**src/rtl/sort4_seq_ctrl.sv**
```systemverilog
`default_nettype none
// ============================================================================
// Module   : sort4_seq_ctrl
// Purpose  : Sorts four W-bit operands ascending with one shared, stable
//            compare-and-swap unit. The result is published once, with a done pulse.
// Option   : SORT4_EARLY_EXIT_EN enables early completion after a swap-free pass.
// Revision : 1.0 - initial release
// ============================================================================
module sort4_seq_ctrl #(
    parameter int W = 4
) (
    input  logic         clk,
    input  logic         rst,
    input  logic         start,
    input  logic [W-1:0] a,
    input  logic [W-1:0] b,
    input  logic [W-1:0] c,
    input  logic [W-1:0] d,
    output logic [W-1:0] ra,
    output logic [W-1:0] rb,
    output logic [W-1:0] rc,
    output logic [W-1:0] rd,
    output logic         busy,
    output logic         done,
    output logic [2:0]   swaps
);

    localparam logic [0:0] c_IDLE = 1'b0;
    localparam logic [0:0] c_SORT = 1'b1;

    logic [0:0]   r_state;
    logic [0:0]   w_next_state;
    logic [W-1:0] r_w0, r_w1, r_w2, r_w3;
    logic [W-1:0] w_n0, w_n1, w_n2, w_n3;
    logic [2:0]   r_step;
    logic [2:0]   r_sc;
    logic [2:0]   w_sc_next;
    logic         w_swap;
    logic         w_finish;
    logic [W-1:0] r_ra, r_rb, r_rc, r_rd;
    logic [2:0]   r_swaps;
    logic         r_done;

    always_ff @(posedge clk) begin
        if (rst) begin
            r_state <= c_IDLE;
        end else begin
            r_state <= w_next_state;
        end
    end

    always_comb begin
        w_next_state = r_state;
        case (r_state)
            c_IDLE:  if (start) w_next_state = c_SORT;
            c_SORT:  if (w_finish) w_next_state = c_IDLE;
            default: w_next_state = c_IDLE;
        endcase
    end

    always_comb begin
        busy = (r_state == c_SORT);
    end

    // Schedule: passes are steps 0-2, 3-4 and 5.
    always_comb begin
        w_n0   = r_w0;
        w_n1   = r_w1;
        w_n2   = r_w2;
        w_n3   = r_w3;
        w_swap = 1'b0;
        case (r_step)
            3'd0, 3'd3, 3'd5: begin
                w_swap = (r_w0 > r_w1);
                if (w_swap) begin
                    w_n0 = r_w1;
                    w_n1 = r_w0;
                end
            end
            3'd1, 3'd4: begin
                w_swap = (r_w1 > r_w2);
                if (w_swap) begin
                    w_n1 = r_w2;
                    w_n2 = r_w1;
                end
            end
            3'd2: begin
                w_swap = (r_w2 > r_w3);
                if (w_swap) begin
                    w_n2 = r_w3;
                    w_n3 = r_w2;
                end
            end
            default: w_swap = 1'b0;
        endcase
        w_sc_next = r_sc + {2'b00, w_swap};
    end

`ifdef SORT4_EARLY_EXIT_EN
    logic r_pass_swap;
    logic w_pass_swap_next;

    always_comb begin
        w_pass_swap_next = ((r_step == 3'd0) || (r_step == 3'd3)) ? w_swap
                                                                  : (r_pass_swap | w_swap);
        w_finish = (r_step == 3'd5) ||
                   (((r_step == 3'd2) || (r_step == 3'd4)) && !w_pass_swap_next);
    end

    always_ff @(posedge clk) begin
        if (rst || (r_state == c_IDLE)) begin
            r_pass_swap <= 1'b0;
        end else begin
            r_pass_swap <= w_pass_swap_next;
        end
    end
`else
    always_comb begin
        w_finish = (r_step == 3'd5);
    end
`endif

    always_ff @(posedge clk) begin
        if (rst) begin
            r_w0    <= '0;
            r_w1    <= '0;
            r_w2    <= '0;
            r_w3    <= '0;
            r_step  <= 3'd0;
            r_sc    <= 3'd0;
            r_ra    <= '0;
            r_rb    <= '0;
            r_rc    <= '0;
            r_rd    <= '0;
            r_swaps <= 3'd0;
            r_done  <= 1'b0;
        end else begin
            r_done <= 1'b0;
            case (r_state)
                c_IDLE: begin
                    if (start) begin
                        r_w0   <= a;
                        r_w1   <= b;
                        r_w2   <= c;
                        r_w3   <= d;
                        r_step <= 3'd0;
                        r_sc   <= 3'd0;
                    end
                end
                c_SORT: begin
                    r_w0   <= w_n0;
                    r_w1   <= w_n1;
                    r_w2   <= w_n2;
                    r_w3   <= w_n3;
                    r_sc   <= w_sc_next;
                    r_step <= r_step + 3'd1;
                    if (w_finish) begin
                        r_ra    <= w_n0;
                        r_rb    <= w_n1;
                        r_rc    <= w_n2;
                        r_rd    <= w_n3;
                        r_swaps <= w_sc_next;
                        r_done  <= 1'b1;
                        r_step  <= 3'd0;
                    end
                end
                default: r_step <= 3'd0;
            endcase
        end
    end

    assign ra    = r_ra;
    assign rb    = r_rb;
    assign rc    = r_rc;
    assign rd    = r_rd;
    assign swaps = r_swaps;
    assign done  = r_done;

endmodule
`default_nettype wire

```
**config.mk**
```make
export PLATFORM = sky130hd
export DESIGN_NAME = sort4_seq_ctrl
export DESIGN_NICKNAME = d
export VERILOG_FILES = /design/src/rtl/sort4_seq_ctrl.sv
export SDC_FILE = /design/constraint.sdc
export NUM_CORES = 1
export LEC_CHECK = 0
export ABC_AREA = 1
export CAP_MARGIN = 40
export CELL_PAD_IN_SITES_DETAIL_PLACEMENT = 1
export CELL_PAD_IN_SITES_GLOBAL_PLACEMENT = 2
export CORE_MARGIN = 3
export CORE_UTILIZATION = 27
export CTS_CLUSTER_SIZE = 14
export DETAILED_ROUTE_END_ITERATION = 10
export PLACE_DENSITY = 0.82
export SLEW_MARGIN = 20
export SYNTH_ARGS = -nofsm -noshare
export SYNTH_HDL_FRONTEND = slang
export SYNTH_SLANG_ARGS = --single-unit
```
**constraint.sdc**
```tcl
create_clock -name clk -period 2.1 [get_ports clk]
set_input_delay 0.525 -clock clk [delete_from_list [all_inputs] [get_ports clk]]
set_output_delay 0.525 -clock clk [all_outputs]
set_load 0.02 [all_outputs]
```
==> flow_summary.html <==
<table>
<tr><th>Metric</th><th>Value</th></tr>
<tr><th colspan="2">Run status</th></tr>
<tr><td>Status</td><td>completed</td></tr>
<tr><th colspan="2">Global routing</th></tr>
<tr><td>First-pass GRT wire length</td><td>~14000 microns</td></tr>
<tr><td>Pin count of the biggest net entering global routing</td><td>22</td></tr>
<tr><td>GR Util All Layers</td><td>15.3%</td></tr>
<tr><td>Remaining global-route overflow</td><td>0</td></tr>
<tr><td>Initial antenna violation count</td><td>0</td></tr>
<tr><td>Via count of the first global-routing pass</td><td>2797</td></tr>
<tr><th colspan="2">Floorplan</th></tr>
<tr><td>Overall die width</td><td>105 microns</td></tr>
<tr><td>Die area</td><td>11100 sq um</td></tr>
<tr><td>Number of core rows</td><td>35</td></tr>
<tr><td>Starting utilization of the core area</td><td>28.3%</td></tr>
<tr><td>Number of top-level pins</td><td>40</td></tr>
<tr><td>Placeable core region</td><td>9420 sq um</td></tr>
<tr><td>Vertical die dimension</td><td>105 microns</td></tr>
<tr><th colspan="2">STA</th></tr>
<tr><td>Summed negative setup slack over all endpoints</td><td>0 ns</td></tr>
<tr><td>Finish-stage setup viols</td><td>0</td></tr>
<tr><td>Hold violation total from the final report</td><td>0</td></tr>
<tr><td>Final critical delay including setup and external delays</td><td>between 2 and 2.5 ns</td></tr>
<tr><td>Final setup skew</td><td>0.00743 ns</td></tr>
<tr><td>Crit path setup slack, layout</td><td>around 0.097 ns</td></tr>
<tr><td>Fmax</td><td>between 400 and 500 MHz</td></tr>
<tr><td>Final critical-path share of the clock period</td><td>between 90 and 100%</td></tr>
<tr><td>Relative max-transition margin</td><td>73.8%</td></tr>
<tr><td>Worst slew pin tran</td><td>0.392 ns</td></tr>
<tr><td>Worst hold margin</td><td>0.454 ns</td></tr>
<tr><td>Slew Limit Fails</td><td>0</td></tr>
<tr><th colspan="2">Synth</th></tr>
<tr><td>Mean area per synthesized cell</td><td>approximately 7.2 sq um</td></tr>
<tr><td>Library cell with the highest instance count after synthesis</td><td>nand2_1</td></tr>
<tr><td>Number of library cell types mapped by synthesis</td><td>32</td></tr>
<tr><td>Synthesized area</td><td>2670 sq um</td></tr>
<tr><td>Number of flops mapped to enable cells by yosys</td><td>0</td></tr>
<tr><td>Synth Warn #</td><td>0</td></tr>
<tr><td>Library cell with the largest summed area after synthesis</td><td>dfxtp_1</td></tr>
<tr><td>Primary flip-flop cell chosen by synthesis mapping</td><td>dfxtp_1</td></tr>
<tr><td>Post-synth net total</td><td>406</td></tr>
<tr><td>Sequential-to-total area share from yosys stat</td><td>32.3%</td></tr>
<tr><td>Synthesized instance count</td><td>372</td></tr>
<tr><td>Post-synth top area share</td><td>approximately 32%</td></tr>
<tr><td>Main area contributors after synthesis</td><td>dfxtp_1, nand2_1, nand3_1</td></tr>
<tr><td>Fraction of registers with async set or reset after synthesis</td><td>0%</td></tr>
<tr><td>Most common library cells after synthesis</td><td>nand2_1, nand3_1, dfxtp_1, inv_1, o21ai_0</td></tr>
<tr><td>FF+latch count, synth</td><td>43</td></tr>
<tr><th colspan="2">Place</th></tr>
<tr><td>Total placed instance area</td><td>3340 sq um</td></tr>
<tr><td>Placement-stage worst setup slack</td><td>-0.00834 ns</td></tr>
<tr><td># placed instances</td><td>552</td></tr>
<tr><td>Half-perimeter wire length after placement</td><td>6570 microns</td></tr>
<tr><td>Weighted congestion reported at the end of routability-driven placement</td><td>0.808</td></tr>
<tr><td>Port Buffer Count</td><td>39</td></tr>
<tr><th colspan="2">CTS</th></tr>
<tr><td>CTS tree</td><td>yes</td></tr>
<tr><td>TritonCTS buffer count</td><td>5</td></tr>
<tr><td>Number of sinks on the clock net</td><td>43</td></tr>
<tr><td>Maximum level of the CTS H-tree</td><td>2</td></tr>
<tr><td>CTS Root Cell</td><td>clkbuf_8</td></tr>
<tr><td>Clock Pin Slew Worst Setup and Hold Paths</td><td>0.08 ns</td></tr>
<tr><td>Buffers from clock root to sink, at most</td><td>2</td></tr>
<tr><td>Clk Latency, worst-skew pair</td><td>slightly below 0.3 ns</td></tr>
<tr><th colspan="2">Setup path</th></tr>
<tr><td>Worst-path fanout max</td><td>3</td></tr>
<tr><td>Worst endpoint required time</td><td>2.28 ns</td></tr>
<tr><td>Critical R2R Launch</td><td>r_w2[3]</td></tr>
<tr><td>End of the worst register-to-register path</td><td>swaps[2]</td></tr>
<tr><td>Crit path launch type</td><td>flip-flop</td></tr>
<tr><td>Startpoint-to-endpoint class of the critical path</td><td>flip-flop to flip-flop</td></tr>
<tr><td>Critical Path End Type</td><td>flip-flop</td></tr>
<tr><td>Worst setup slack for register-to-register paths</td><td>0.1 ns</td></tr>
<tr><td>Worst Path Arrival</td><td>2.19 ns</td></tr>
<tr><td>Count of cells along the worst register-to-register path</td><td>10</td></tr>
<tr><th colspan="2">Detailed routing</th></tr>
<tr><td>DRT Pass-1 Iters</td><td>4</td></tr>
<tr><td>Total detailed-routing wirelength</td><td>approximately 8400 microns</td></tr>
<tr><td>Vias</td><td>2686</td></tr>
<tr><td>Remaining routing DRC violations</td><td>0</td></tr>
<tr><td>Remaining antenna violation count after routing</td><td>0</td></tr>
<tr><td>Post-DR vias/cell</td><td>between 4 and 5</td></tr>
<tr><td>Routed length per instance</td><td>14.9 microns</td></tr>
<tr><td>Number of DRC violations after detailed-routing iteration 0</td><td>65</td></tr>
<tr><th colspan="2">Min path</th></tr>
<tr><td>Hold Path Cell Cnt</td><td>2</td></tr>
<tr><td>Min-delay src</td><td>rc[1]</td></tr>
<tr><td>WHS Endpoint</td><td>rc[1]</td></tr>
<tr><td>Type of the most critical hold path</td><td>flip-flop to flip-flop</td></tr>
<tr><th colspan="2">Finish</th></tr>
<tr><td>Share of layout cells above drive strength 1</td><td>roughly 26%</td></tr>
<tr><td>Post-layout utilization of the core</td><td>between 30% and 40%</td></tr>
<tr><td>Synthesis-to-finish area growth</td><td>33.8%</td></tr>
<tr><td>Number of antenna diodes</td><td>0</td></tr>
<tr><td>Fin nets</td><td>470</td></tr>
<tr><td>Final instance count without filler cells</td><td>564</td></tr>
<tr><td>Final cell area excluding filler cells</td><td>roughly 3600 sq um</td></tr>
<tr><th colspan="2">Power</th></tr>
<tr><td>PwrDens</td><td>approximately 650 nW/um^2</td></tr>
<tr><td>Overall power of the completed layout</td><td>roughly 2.3 mW</td></tr>
<tr><td>Max rail drop VDD</td><td>approximately 0.00023 V</td></tr>
<tr><td>Leakage dissipation</td><td>1.47 nW</td></tr>
<tr><th colspan="2">Job</th></tr>
<tr><td>Reported max-cap violation count</td><td>0</td></tr>
</table>
[state kept, by name, indices dropped and copies added (netlist names)]
signal / cells
rd: 4
r_sc: 3
busy: 1
done: 1
rc: 4
r_step: 3
r_w2: 4
r_w1: 4
r_w3: 4
swaps: 3
ra: 4
r_w0: 4
rb: 4
[worst max path at each step]
stage               startpoint        to  slack [ns]  cells after the start
floorplan              r_w1[3]  swaps[2]        0.02                     11
global placement       r_w1[3]  swaps[2]        0.02                     10
detailed placement     r_w1[3]  swaps[2]      -0.008                     12
CTS                    r_w3[3]  swaps[2]       0.008                     11
global route           r_w1[1]   r_sc[2]      -0.007                     13
finish                 r_w2[3]  swaps[2]         0.1                     10
[power breakdown]
group          internal, mW  switching [mW]  leakage (nW)
Sequential            0.850          0.0358         0.355
Clock                 0.223           0.279        0.0371
Combinational         0.381           0.558          1.07
Total                  1.45           0.873          1.47
[worst max-delay path, stage by stage, from the launching register on]
cell and delay (ns):
dfxtp_4 0.35, buf_4 0.13, ha_4 0.23, a21oi_1 0.14, nand2_1 0.10, nand3_2 0.10
o211ai_1 0.10, ha_2 0.21, ha_4 0.16, xor2_2 0.14, a22o_1 0.23
[cells by family (layout without fill, tap and decap cells)]
logic type	after synthesis	count (layout)	synth area share (%)
simple gates	179	179	33.6
fa+ha+maj	15	15	7.04
buf+inv	64	127	10.0
flops	43	43	32.3
compound gates	70	70	16.8
xor+xnor	1	1	0.329
[placed cells by master, fill, tap and decap left out]
master            n
ha_4              5
ha_1              9
a22o_1            3
o211ai_1          1
a21oi_2           6
o21a_1            5
o21ai_0          18
inv_2            15
clkdlybuf4s50_1  39
o21ai_1          12
dfxtp_2           6
nand3_2          12
nand3b_4          1
nand2_2           6
nor2_2            2
nand3_1          52
nor2_1            7
clkbuf_1          1
dfxtp_1          32
ha_2              1
o21ai_2           5
dfxtp_4           5
o211ai_2          4
clkbuf_8          5
inv_1            34
or2_1             1
nand3_4           1
xor2_2            1
nand4_1           8
buf_4            33
o21bai_1          1
nor2_4            2
a21oi_1          15
or2_4             1
nand2_1          86
[layer usage]
layer	vias to the layer above	track usage [%]	share of wire (%)
li1	1363	-	-
met1	1279	19.0	45
met2	34	27.4	51
met3	10	2.63	2.8
met4	0	3.75	1.4
met5	-	0	0
[timing repair]
action	in CTS	in global routing
hold buffers	0	0
pin swaps	0	5
resized for setup	2	26
setup buffers	0	6
hold endpoints to repair	0	0
setup endpoints to repair	2	4
[area by class of cell]
type | count | area, sq um
timing repair buffer | 72 | 638
fill | 1160 | 5850
multi-input combinational | 265 | 1620
inverter | 49 | 184
sequential | 43 | 887
clock buffer | 6 | 72.6
tap | 129 | 161
Note: power is estimated with default switching activity, not from simulation.
